--- src/rtl/gpu_cmd_packet_sequencer_if.sv ---
// GP0 word-stream interface for the command packet sequencer: upstream FIFO side
// (word/valid/ready) and downstream framed-word side with packet tags.
interface gpu_cmd_packet_sequencer_if;
  logic [31:0] i_word;
  logic        i_wordValid;
  logic        o_wordReady;
  logic [31:0] o_outWord;
  logic        o_outValid;
  logic        i_outReady;
  logic [1:0]  o_outKind;
  logic [4:0]  o_outIdx;
  logic        o_outLast;
  logic [7:0]  o_outCmd;
  logic        o_busy;

  modport slave (
    input  i_word, i_wordValid, i_outReady,
    output o_wordReady, o_outWord, o_outValid, o_outKind, o_outIdx, o_outLast,
           o_outCmd, o_busy
  );

  modport master (
    output i_word, i_wordValid, i_outReady,
    input  o_wordReady, o_outWord, o_outValid, o_outKind, o_outIdx, o_outLast,
           o_outCmd, o_busy
  );
endinterface

--- src/rtl/gpu_cmd_packet_sequencer.sv ---
// Frames the raw GP0 word stream into tagged command packets (kind/idx/last).
// Optional macro GPU_CMDSEQ_STATS_EN adds o_pktCount, a count of completed packets.
module gpu_cmd_packet_sequencer #(
  parameter int MAX_POLYLINE_VERTS = 256,
  parameter int CNT_W              = 20
) (
  input logic                       i_clk,
  input logic                       i_rst,
  gpu_cmd_packet_sequencer_if.slave bus
`ifdef GPU_CMDSEQ_STATS_EN
  ,
  output logic [15:0]               o_pktCount
`endif
);

  localparam int VERT_W = $clog2(MAX_POLYLINE_VERTS + 1);

  typedef enum logic [1:0] {S_IDLE, S_PARAM, S_PLINE, S_CV_DATA} state_t;
  typedef enum logic [1:0] {K_CMD, K_PARAM, K_PAYLOAD, K_TERM} kind_t;

  state_t            r_state, w_state_nxt;
  logic [4:0]        r_remain, w_remain_nxt;
  logic [4:0]        r_idx, w_idx_nxt;
  logic [CNT_W-1:0]  r_data_cnt, w_data_cnt_nxt;
  logic [VERT_W-1:0] r_vert_cnt, w_vert_cnt_nxt;
  logic              r_grp_pos, w_grp_pos_nxt;
  logic              r_g, w_g_nxt;
  logic              r_is_cv, w_is_cv_nxt;

  logic [31:0]       r_out_word;
  logic              r_out_valid;
  logic [1:0]        r_out_kind;
  logic [4:0]        r_out_idx;
  logic              r_out_last;
  logic [7:0]        r_out_cmd;

  logic              w_word_ready, w_xfer;
  logic [7:0]        w_cmd;
  logic [4:0]        w_verts, w_hdr_len;
  logic              w_is_pline, w_is_cv;
  logic [10:0]       w_cv_w;
  logic [9:0]        w_cv_h;
  logic [20:0]       w_cv_area;
  logic [CNT_W-1:0]  w_cv_words;
  kind_t             w_kind;
  logic [4:0]        w_idx, w_idx_inc;
  logic              w_last, w_term, w_grp_end;

  assign w_word_ready = !r_out_valid | bus.i_outReady;
  assign w_xfer       = bus.i_wordValid & w_word_ready;
  assign w_cmd        = bus.i_word[31:24];
  assign w_idx_inc    = (r_idx == 5'd31) ? r_idx : r_idx + 5'd1;

  // CPU->VRAM size word: zero width/height encode the maximum extent.
  assign w_cv_w     = (bus.i_word[9:0] == 10'd0) ? 11'd1024 : {1'b0, bus.i_word[9:0]};
  assign w_cv_h     = (bus.i_word[24:16] == 9'd0) ? 10'd512 : {1'b0, bus.i_word[24:16]};
  assign w_cv_area  = 21'(w_cv_w) * 21'(w_cv_h);
  assign w_cv_words = CNT_W'((w_cv_area + 21'd1) >> 1);

  // Header length decode of the command byte.
  always_comb begin
    // NOTE: every combinational output gets a default first so no path infers a latch.
    w_verts    = w_cmd[3] ? 5'd4 : 5'd3;
    w_hdr_len  = 5'd1;
    w_is_pline = 1'b0;
    w_is_cv    = 1'b0;
    case (w_cmd[7:5])
      3'b000: w_hdr_len = (w_cmd == 8'h02) ? 5'd3 : 5'd1;
      3'b001: w_hdr_len = 5'd1 + (w_cmd[2] ? {w_verts[3:0], 1'b0} : w_verts)
                        + (w_cmd[4] ? w_verts - 5'd1 : 5'd0);
      3'b010: begin
        w_is_pline = w_cmd[3];
        w_hdr_len  = w_cmd[3] ? 5'd2 : (w_cmd[4] ? 5'd4 : 5'd3);
      end
      3'b011: w_hdr_len = 5'd2 + {4'd0, w_cmd[2]} + {4'd0, w_cmd[4:3] == 2'b00};
      3'b100: w_hdr_len = 5'd4;
      3'b101: begin
        w_hdr_len = 5'd3;
        w_is_cv   = 1'b1;
      end
      3'b110: w_hdr_len = 5'd3;
      default: w_hdr_len = 5'd1;
    endcase
  end

  // Output decode: tags for the word being accepted this cycle.
  always_comb begin
    w_kind    = K_CMD;
    w_idx     = r_idx;
    w_last    = 1'b0;
    w_term    = 1'b0;
    w_grp_end = 1'b0;
    case (r_state)
      S_IDLE: begin
        w_idx  = 5'd0;
        w_last = (w_hdr_len == 5'd1);
      end
      S_PARAM: begin
        w_kind = K_PARAM;
        w_last = (r_remain == 5'd1) && !r_is_cv;
      end
      S_CV_DATA: begin
        w_kind = K_PAYLOAD;
        w_last = (r_data_cnt == CNT_W'(1));
      end
      S_PLINE: begin
        w_term    = (r_vert_cnt >= VERT_W'(2)) && !r_grp_pos
                  && ((bus.i_word & 32'hF000_F000) == 32'h5000_5000);
        w_grp_end = (r_vert_cnt == '0) || (r_grp_pos == r_g);
        if (w_term) begin
          w_kind = K_TERM;
          w_last = 1'b1;
        end else begin
          w_kind = K_PARAM;
          w_last = w_grp_end && (r_vert_cnt == VERT_W'(MAX_POLYLINE_VERTS - 1));
        end
      end
      default: ;
    endcase
  end

  // Next-state logic.
  always_comb begin
    w_state_nxt    = r_state;
    w_remain_nxt   = r_remain;
    w_idx_nxt      = r_idx;
    w_data_cnt_nxt = r_data_cnt;
    w_vert_cnt_nxt = r_vert_cnt;
    w_grp_pos_nxt  = r_grp_pos;
    w_g_nxt        = r_g;
    w_is_cv_nxt    = r_is_cv;
    if (w_xfer) begin
      case (r_state)
        S_IDLE: if (w_hdr_len != 5'd1) begin
          w_state_nxt    = w_is_pline ? S_PLINE : S_PARAM;
          w_remain_nxt   = w_hdr_len - 5'd1;
          w_idx_nxt      = 5'd1;
          w_vert_cnt_nxt = '0;
          w_grp_pos_nxt  = 1'b0;
          w_g_nxt        = w_cmd[4];
          w_is_cv_nxt    = w_is_cv;
        end
        S_PARAM: begin
          w_remain_nxt = r_remain - 5'd1;
          w_idx_nxt    = w_idx_inc;
          if (r_remain == 5'd1) begin
            if (r_is_cv) begin
              w_state_nxt    = S_CV_DATA;
              w_data_cnt_nxt = w_cv_words;
            end else begin
              w_state_nxt = S_IDLE;
            end
          end
        end
        S_CV_DATA: begin
          w_data_cnt_nxt = r_data_cnt - CNT_W'(1);
          w_idx_nxt      = w_idx_inc;
          if (w_last) w_state_nxt = S_IDLE;
        end
        S_PLINE: begin
          w_idx_nxt = w_idx_inc;
          if (w_term || w_last) begin
            w_state_nxt = S_IDLE;
          end else if (w_grp_end) begin
            w_vert_cnt_nxt = r_vert_cnt + VERT_W'(1);
            w_grp_pos_nxt  = 1'b0;
          end else begin
            w_grp_pos_nxt = 1'b1;
          end
        end
        default: w_state_nxt = S_IDLE;
      endcase
    end
  end

  always_ff @(posedge i_clk) begin
    // NOTE: sequential state uses non-blocking assignments so all registers update together.
    if (i_rst) begin
      r_state    <= S_IDLE;
      r_remain   <= '0;
      r_idx      <= '0;
      r_data_cnt <= '0;
      r_vert_cnt <= '0;
      r_grp_pos  <= 1'b0;
      r_g        <= 1'b0;
      r_is_cv    <= 1'b0;
    end else begin
      r_state    <= w_state_nxt;
      r_remain   <= w_remain_nxt;
      r_idx      <= w_idx_nxt;
      r_data_cnt <= w_data_cnt_nxt;
      r_vert_cnt <= w_vert_cnt_nxt;
      r_grp_pos  <= w_grp_pos_nxt;
      r_g        <= w_g_nxt;
      r_is_cv    <= w_is_cv_nxt;
    end
  end

  // Single output register stage; fields hold while stalled.
  always_ff @(posedge i_clk) begin
    if (i_rst) begin
      r_out_valid <= 1'b0;
      r_out_word  <= '0;
      r_out_kind  <= '0;
      r_out_idx   <= '0;
      r_out_last  <= 1'b0;
      r_out_cmd   <= '0;
    end else if (w_xfer) begin
      r_out_valid <= 1'b1;
      r_out_word  <= bus.i_word;
      r_out_kind  <= w_kind;
      r_out_idx   <= w_idx;
      r_out_last  <= w_last;
      if (r_state == S_IDLE) r_out_cmd <= w_cmd;
    end else if (bus.i_outReady) begin
      r_out_valid <= 1'b0;
    end
  end

  assign bus.o_wordReady = w_word_ready;
  assign bus.o_outWord   = r_out_word;
  assign bus.o_outValid  = r_out_valid;
  assign bus.o_outKind   = r_out_kind;
  assign bus.o_outIdx    = r_out_idx;
  assign bus.o_outLast   = r_out_last;
  assign bus.o_outCmd    = r_out_cmd;
  assign bus.o_busy      = (r_state != S_IDLE) | r_out_valid;

`ifdef GPU_CMDSEQ_STATS_EN
  logic [15:0] r_pkt_count;
  always_ff @(posedge i_clk) begin
    if (i_rst) r_pkt_count <= '0;
    else if (r_out_valid & bus.i_outReady & r_out_last) r_pkt_count <= r_pkt_count + 16'd1;
  end
  assign o_pktCount = r_pkt_count;
`endif

endmodule

--- src/flat_wrapper.sv ---
// flat-port wrapper written by rule: the top's interface ports become plain ports
module gpu_cmd_packet_sequencer_flat 
#(
  parameter int MAX_POLYLINE_VERTS = 256,
  parameter int CNT_W              = 20
)
  (i_clk, i_rst, bus_i_word, bus_i_wordValid, bus_i_outReady, bus_o_wordReady, bus_o_outWord, bus_o_outValid, bus_o_outKind, bus_o_outIdx, bus_o_outLast, bus_o_outCmd, bus_o_busy);
  gpu_cmd_packet_sequencer_if bus_i ();
  input logic i_clk;
  input logic i_rst;
  input wire logic [$bits(bus_i.i_word)-1:0] bus_i_word;
  input wire logic [$bits(bus_i.i_wordValid)-1:0] bus_i_wordValid;
  input wire logic [$bits(bus_i.i_outReady)-1:0] bus_i_outReady;
  output wire logic [$bits(bus_i.o_wordReady)-1:0] bus_o_wordReady;
  output wire logic [$bits(bus_i.o_outWord)-1:0] bus_o_outWord;
  output wire logic [$bits(bus_i.o_outValid)-1:0] bus_o_outValid;
  output wire logic [$bits(bus_i.o_outKind)-1:0] bus_o_outKind;
  output wire logic [$bits(bus_i.o_outIdx)-1:0] bus_o_outIdx;
  output wire logic [$bits(bus_i.o_outLast)-1:0] bus_o_outLast;
  output wire logic [$bits(bus_i.o_outCmd)-1:0] bus_o_outCmd;
  output wire logic [$bits(bus_i.o_busy)-1:0] bus_o_busy;
  assign bus_i.i_word = bus_i_word;
  assign bus_i.i_wordValid = bus_i_wordValid;
  assign bus_i.i_outReady = bus_i_outReady;
  assign bus_o_wordReady = bus_i.o_wordReady;
  assign bus_o_outWord = bus_i.o_outWord;
  assign bus_o_outValid = bus_i.o_outValid;
  assign bus_o_outKind = bus_i.o_outKind;
  assign bus_o_outIdx = bus_i.o_outIdx;
  assign bus_o_outLast = bus_i.o_outLast;
  assign bus_o_outCmd = bus_i.o_outCmd;
  assign bus_o_busy = bus_i.o_busy;
  gpu_cmd_packet_sequencer #(.MAX_POLYLINE_VERTS(MAX_POLYLINE_VERTS), .CNT_W(CNT_W)) u_core (.i_clk(i_clk), .i_rst(i_rst), .bus(bus_i));
endmodule
--- config.mk ---
export PLATFORM = sky130hd
export DESIGN_NAME = gpu_cmd_packet_sequencer_flat
export DESIGN_NICKNAME = d
export VERILOG_FILES = /design/src/rtl/gpu_cmd_packet_sequencer_if.sv /design/src/rtl/gpu_cmd_packet_sequencer.sv /design/src/flat_wrapper.sv
export SDC_FILE = /design/constraint.sdc
export NUM_CORES = 1
export LEC_CHECK = 0
export ABC_AREA = 1
export CORE_UTILIZATION = 50
export CTS_BUF_LIST = sky130_fd_sc_hd__clkbuf_8
export CTS_CLUSTER_DIAMETER = 150
export DETAILED_ROUTE_END_ITERATION = 8
export MAX_ROUTING_LAYER = met4
export PLACE_DENSITY = 0.71
export SLEW_MARGIN = 15
export SYNTH_ARGS = -nofsm -noshare
export SYNTH_HDL_FRONTEND = slang
export SYNTH_SLANG_ARGS = --single-unit
--- constraint.sdc ---
create_clock -name i_clk -period 6.1 [get_ports i_clk]
set_clock_uncertainty 0.15 [all_clocks]
set_input_delay 0.61 -clock i_clk [delete_from_list [all_inputs] [get_ports i_clk]]
set_output_delay 0.61 -clock i_clk [all_outputs]
set_load 0.1 [all_outputs]
==> impl_metrics.ini, run 1 <==
[setup_path]
worst-endpoint-arrival_ps = 6000
critical_path.reg2reg.startpoint = u_core.bus.o_outValid
endpoint_type_of_the_worst_setup_path = flip-flop
reg2reg_depth = 8
worst-endpoint-required_ps = 6280
timing.critical_path.from_type = input pin
critPathLaunch = bus_i_word[16]
cp_max_fo = 3
critPathKind = in2reg

[finish]
syn2layout_area_growth_pct = 17.0
design.final.nets = 1567
drive_above_1_share_pct = 8.51
finalNonFillerCells = 1611
final_util_pct = 60.3
antenna-diode-count = 0
nFillCells = 1655

[floorplanning]
boundary_pins = 87
floorplan.die_area_um2 = 18500
placeableCoreArea_um2 = 17400
floorplan.rows = 48
start_util_pct = 51.5
die-width_um = 136
die_height_um = 136

[run]
cap_viol_max_count = 0

[drt]
routed_wirelength_mm = 23.7
drcViolationCount = 0
drt_iter0_drc = 645
avgRoutedWirePerCell_um = 14.7
final_antenna_net_count = 0
avgViaCountPerCell = 5.23
dr_total_vias = 8421
drt-pass1-iter-count = 5

[sta]
layout_worst_path_cycle_share_pct = 95.3
timing.setup.tns_ps = 0
tightestPinTransition_ps = 1100
timing.slew.headroom_pct = 26.7
unrepaired_setup_endpoints_after_global_routing = false
report.final.setup_viol = 0
hold-worst-slack_ps = 316
maxSlewViolCount = 0
fin_ws_ps = 285
fmax_mhz = 172
finalHoldViolations = 0
final.min_clock_period_ps = 5810

[synthesis]
mappedNetlistArea_um2 = 8970
synth_top_cell_area_share_pct = 20.8
synthMostInstantiatedCell = nand2_1
netlist_top_cells_area = dfxtp_1 (21%), fa_1 (16%), ha_1 (11%)
ys_dominant_reg_cell = dfxtp_1
synth_cell_type_count = 50
synth_top_cell_by_area = dfxtp_1
sequential_share_of_the_synthesized_area_pct = 20.8
netlist_top_cells_count = nand2_1 (263), inv_1 (228), nor2_1 (133)
synth_async_sr_flop_share_pct = 0
edff_count_synth = 0
synthCells = 1284
avgSynthCellArea_um2 = 6.99
synth.ff_latch_count = 93
ys_warn_count = 0
synth_nets = 1470

[power_and_ir_drop]
vdd.ir_drop.worst_uv = 217
leakagePower_nw = 5.37
powerDensity_nw_per_um2 = 310

[global_route]
groute.usage.overall_pct = 28.0
initial_antenna_violation_count = 0
grt_start_max_net_pins = 58
first_pass_grt_wire_length_mm = 39.5
global_route.overflow_total = 0
grt_pass1_vias = 7971

[cts]
clock_insertion_delay_at_the_later_pin_of_the_skew_report_ps = 400
cts_setup_buffers = 0
tritoncts = done
clk_path_buf_depth = 2
root_buffer = clkbuf_8
cts.sink_count = 93
postCtsResizedCells = 0
hold_buffers = 0
cts_buffers = 9
cts-htree-levels = 3
clkSlewWorstSetupHoldPaths_ps = 110

[place]
dpl.hpwl_mm = 18.2
portBuffers = 86
placed_cells = 1595
post_place_setup_slack_ps = -249
place.gp.congestion = 0.924

[worst_hold_path]
min_from = u_core.bus.o_outCmd[1]
worstHoldPathCells = 2
worstHoldPathType = reg2reg

[outcome]
run_status = finished, final reports clean
-- layout by cell type, fill, tap and decap left out, types with 6 or more instances in the layout --
cell	netlist	layout
nand2_1	263	263
inv_1	228	228
nor2_1	133	131
a21oi_1	110	109
dfxtp_1	93	93
o21ai_0	86	85
clkdlybuf4s50_1	0	85
ha_1	79	79
fa_1	71	71
buf_4	2	50
nand3_1	38	38
nand4_1	21	21
nor3_1	11	11
xor2_1	11	11
clkbuf_8	0	11
nor2_2	8	10
xnor2_1	8	8
nand2_2	7	7
nand3_2	6	6
-- worst paths after layout --
path                                 end  slack (ps)
hold / removal    u_core.bus.o_outCmd[1]         320
hold reg to reg   u_core.bus.o_outCmd[1]         320
setup / recovery   u_core.r_data_cnt[13]         290
setup reg to reg   u_core.r_data_cnt[17]        3120
-- cell type report --
class	instances	area, um^2	share of cell area, %
Clock inverter	5	38.8	0.370
Tap cell	225	282	2.68
Timing Repair Buffer	136	1240	11.8
Clock buffer	11	151	1.44
Inverter	235	886	8.44
Multi-Input combinational cell	906	6040	57.5
Sequential cell	93	1860	17.7
-- report_power, final --
part	leakage (nW)	switching (mW)	internal [mW]
logic	4.51	1.28	0.846
clock network	0.0967	0.260	0.175
registers	0.763	0.0343	0.653
-- flip-flops by register name, summed over array words and instances, names as in the netlist --
signal,flops
u_core.bus.o_outWord,32
u_core.r_data_cnt,20
u_core.r_vert_cnt,9
u_core.bus.o_outCmd,8
u_core.bus.o_outIdx,5
u_core.r_idx,5
u_core.r_remain,5
u_core.bus.o_outKind,2
u_core.r_state,2
u_core.bus.o_outLast,1
u_core.bus.o_outValid,1
u_core.r_g,1
u_core.r_grp_pos,1
u_core.r_is_cv,1
-- worst max-delay path: stages --
cell and delay, ps:
clkdlybuf4s50_1 450, or3_4 390, nor2_2 150, nand2_1 90
fa_1 480, fa_1 560, inv_1 60, fa_1 500
fa_1 590, inv_1 70, fa_1 530, inv_1 50
ha_1 320, buf_4 150, nand2_1 120, nor2_1 70
nor2_1 160, nand2_1 130, a21oi_2 150, and2_1 130
o21ai_0 70, a21oi_1 160
-- layer usage --
| metal | part of all wire (%) | global-route usage, % |
|---|---|---|
| met5 | 0 | - |
| met4 | 1.7 | 7.84 |
| met3 | 7.1 | 4.66 |
| met2 | 44 | 42.6 |
| met1 | 47 | 38.2 |
-- cell families after synthesis --
kind of cell             share of synthesized area (%)
XOR/XNOR                                          1.86
AND/OR/NAND/NOR                                   24.5
adder cells (fa/ha/maj)                           26.9
buffers and inverters                             12.3
AO/OA/AOI/OAI                                     13.8
flip-flops                                        20.8
-- stage by stage --
| stage | total power [mW] | instance area [um^2] |
|---|---|---|
| floorplan | 2.08 | 8970 |
| finish | 3.25 | 10500 |
| CTS | 3.22 | 10500 |
| global placement | 2.75 | 10300 |
| detailed placement | 2.77 | 10300 |
| global route | 3.55 | 10500 |
No activity file was read; power rests on OpenSTA's default activity.
==> run 2: changes to the inputs <==
--- a/config.mk
+++ b/config.mk
@@ -6,6 +6,7 @@
 export NUM_CORES = 1
 export LEC_CHECK = 0
 export ABC_AREA = 1
+export CORE_MARGIN = 2
 export CORE_UTILIZATION = 50
 export CTS_BUF_LIST = sky130_fd_sc_hd__clkbuf_8
 export CTS_CLUSTER_DIAMETER = 150
==> impl_metrics.ini, run 2 (synthesis results as in run 1) <==
[finish]
final_util_pct = 60.7
design.final.nets = 1568
syn2layout_area_growth_pct = 17.8
layout_commonest_cell = nand2_1
nFillCells = 1671
largest_reg_flops = 32
finish.instance_area_um2 = 10600
antenna-diode-count = 0
drive_above_1_share_pct = 8.51
most-common-layout-cells = nand2_1 (263), inv_1 (228), nor2_1 (130), a21oi_1 (110), dfxtp_1 (93)

[cts]
clock_insertion_delay_at_the_later_pin_of_the_skew_report_ps = 400
cts.sink_count = 93
cts-htree-levels = 3
clk_path_buf_depth = 2
cts_buffers = 9
tritoncts = done
clkSlewWorstSetupHoldPaths_ps = 110
root_buffer = clkbuf_8

[run]
cap_viol_max_count = 0

[setup_path]
worst-endpoint-required_ps = 6240
timing.critical_path.cells = clkdlybuf4s50_1 > nor4_2 > nand2_1 > nor2_2 > nand2_1 > fa_1 > fa_1 > inv_1 > fa_1 > fa_1 > inv_1 > fa_1 > inv_1 > ha_1 > nand2_1 > nor2_1 > nor2_1 > nor2_1 > nor2_1 > o21ai_1 > or2_2 > nand3_1 > a21oi_1
critical_path.slowest_cell = fa_1
endpoint_type_of_the_worst_setup_path = flip-flop
cp_max_fo = 4
worst_path_most_repeated_cell = fa_1
worst-endpoint-arrival_ps = 5970
critPathKind = in2reg
critPathMaxStageDelay_ps = 570
timing.critical_path.from_type = input pin

[drt]
avgRoutedWirePerCell_um = 14.8
final_antenna_net_count = 0
avgViaCountPerCell = 5.24
drt_iter0_drc = 638
drcViolationCount = 0
routed_wirelength_mm = 23.8
dr_total_vias = 8453
drt-pass1-iter-count = 8

[global_route]
initial_antenna_violation_count = 0
grt_start_max_net_pins = 60
first_pass_grt_wire_length_mm = 39.5
global_route.overflow_total = 0
grt_pass1_vias = 7920
groute.usage.overall_pct = 27.1

[power_and_ir_drop]
powerDensity_nw_per_um2 = 318
leakagePower_nw = 5.40
vdd.ir_drop.worst_uv = 220

[floorplanning]
boundary_pins = 87
die_height_um = 138
floorplan.rows = 48
placeableCoreArea_um2 = 17400
floorplan.die_area_um2 = 19000
die-width_um = 138
start_util_pct = 51.5

[sta]
final.min_clock_period_ps = 5830
finalHoldViolations = 0
maxSlewViolCount = 0
report.final.setup_viol = 0
tightestPinTransition_ps = 1040
fmax_mhz = 172
timing.slew.headroom_pct = 30.5
timing.setup.tns_ps = 0
layout_worst_path_cycle_share_pct = 95.6

[outcome]
run_status = finished, final reports clean

[place]
detailed_place.area_um2 = 10300
place.gp.congestion = 0.931
portBuffers = 86
dpl.hpwl_mm = 18.4

[worst_hold_path]
worstHoldPathType = reg2reg
run 2: cell types whose count changed in the layout (fill, tap and decap cells not counted), moves of 2 or more:
cell and change:
bufinv_16 +3, clkbuf_8 -2, inv_6 -2, inv_8 +2
run 2: stage by stage:
| stage | hold WS, ps | power, mW | instances | setup WS [ps] |
|---|---|---|---|---|
| after detailed placement | 303 | 2.77 | 1595 | -236 |
| after floorplan | 290 | 2.08 | 1284 | 550 |
| after global placement | 299 | 2.76 | 1595 | -184 |
| after CTS | 319 | 3.33 | 1611 | 153 |
| after global routing | 333 | 3.65 | 1612 | -40.3 |
| final | 318 | 3.36 | 1612 | 271 |
run 2: worst paths after layout:
path	from	end	slack [ps]	cells past startpoint
max	bus_i_word[20]	u_core.r_data_cnt[14]	270	23
min	u_core.bus.o_outCmd[6]	u_core.bus.o_outCmd[6]	320	2
max reg2reg	u_core.bus.o_outValid	u_core.r_data_cnt[17]	3170	8
min reg2reg	u_core.bus.o_outCmd[6]	u_core.bus.o_outCmd[6]	320	2
run 2: final cells by class:
cell class | count | area [um^2] | share of cell area (%)
multi-input combinational | 906 | 6030 | 57.1
sequential | 93 | 1860 | 17.6
timing repair buffer | 137 | 1260 | 11.9
inverter | 235 | 886 | 8.38
tap | 225 | 282 | 2.66
clock inverter | 7 | 129 | 1.22
clock buffer | 9 | 124 | 1.17
run 2: critical path: cells and delay by family:
family	cells	cell delay [ps]
AOI/OAI and AO/OA	2	180
adders and majority gates	6	3010
buffers and inverters	4	610
and+or+nand+nor	11	1530
run 2: report_power, final:
| group | leakage, nW | switching [mW] | internal [mW] |
|---|---|---|---|
| Clock | 0.124 | 0.264 | 0.280 |
| Sequential | 0.763 | 0.0355 | 0.653 |
| Combinational | 4.51 | 1.29 | 0.832 |
run 2: routing by layer:
| layer | vias to the layer above | wire length (um) | global-route usage, % |
|---|---|---|---|
| met5 | - | 0 | - |
| met2 | 250 | 10400 | 41.0 |
| met4 | 0 | 440 | 7.14 |
| li1 | 4241 | - | - |
| met3 | 30 | 1420 | 4.02 |
| met1 | 3932 | 11500 | 38.1 |
run 2: what timing repair did:
item	4_1_cts	5_1_grt
setup buffers	0	1
endpoints found under the hold margin	0	0
hold buffers	0	0
gates resized for setup	0	9
endpoints found under the setup margin	0	10
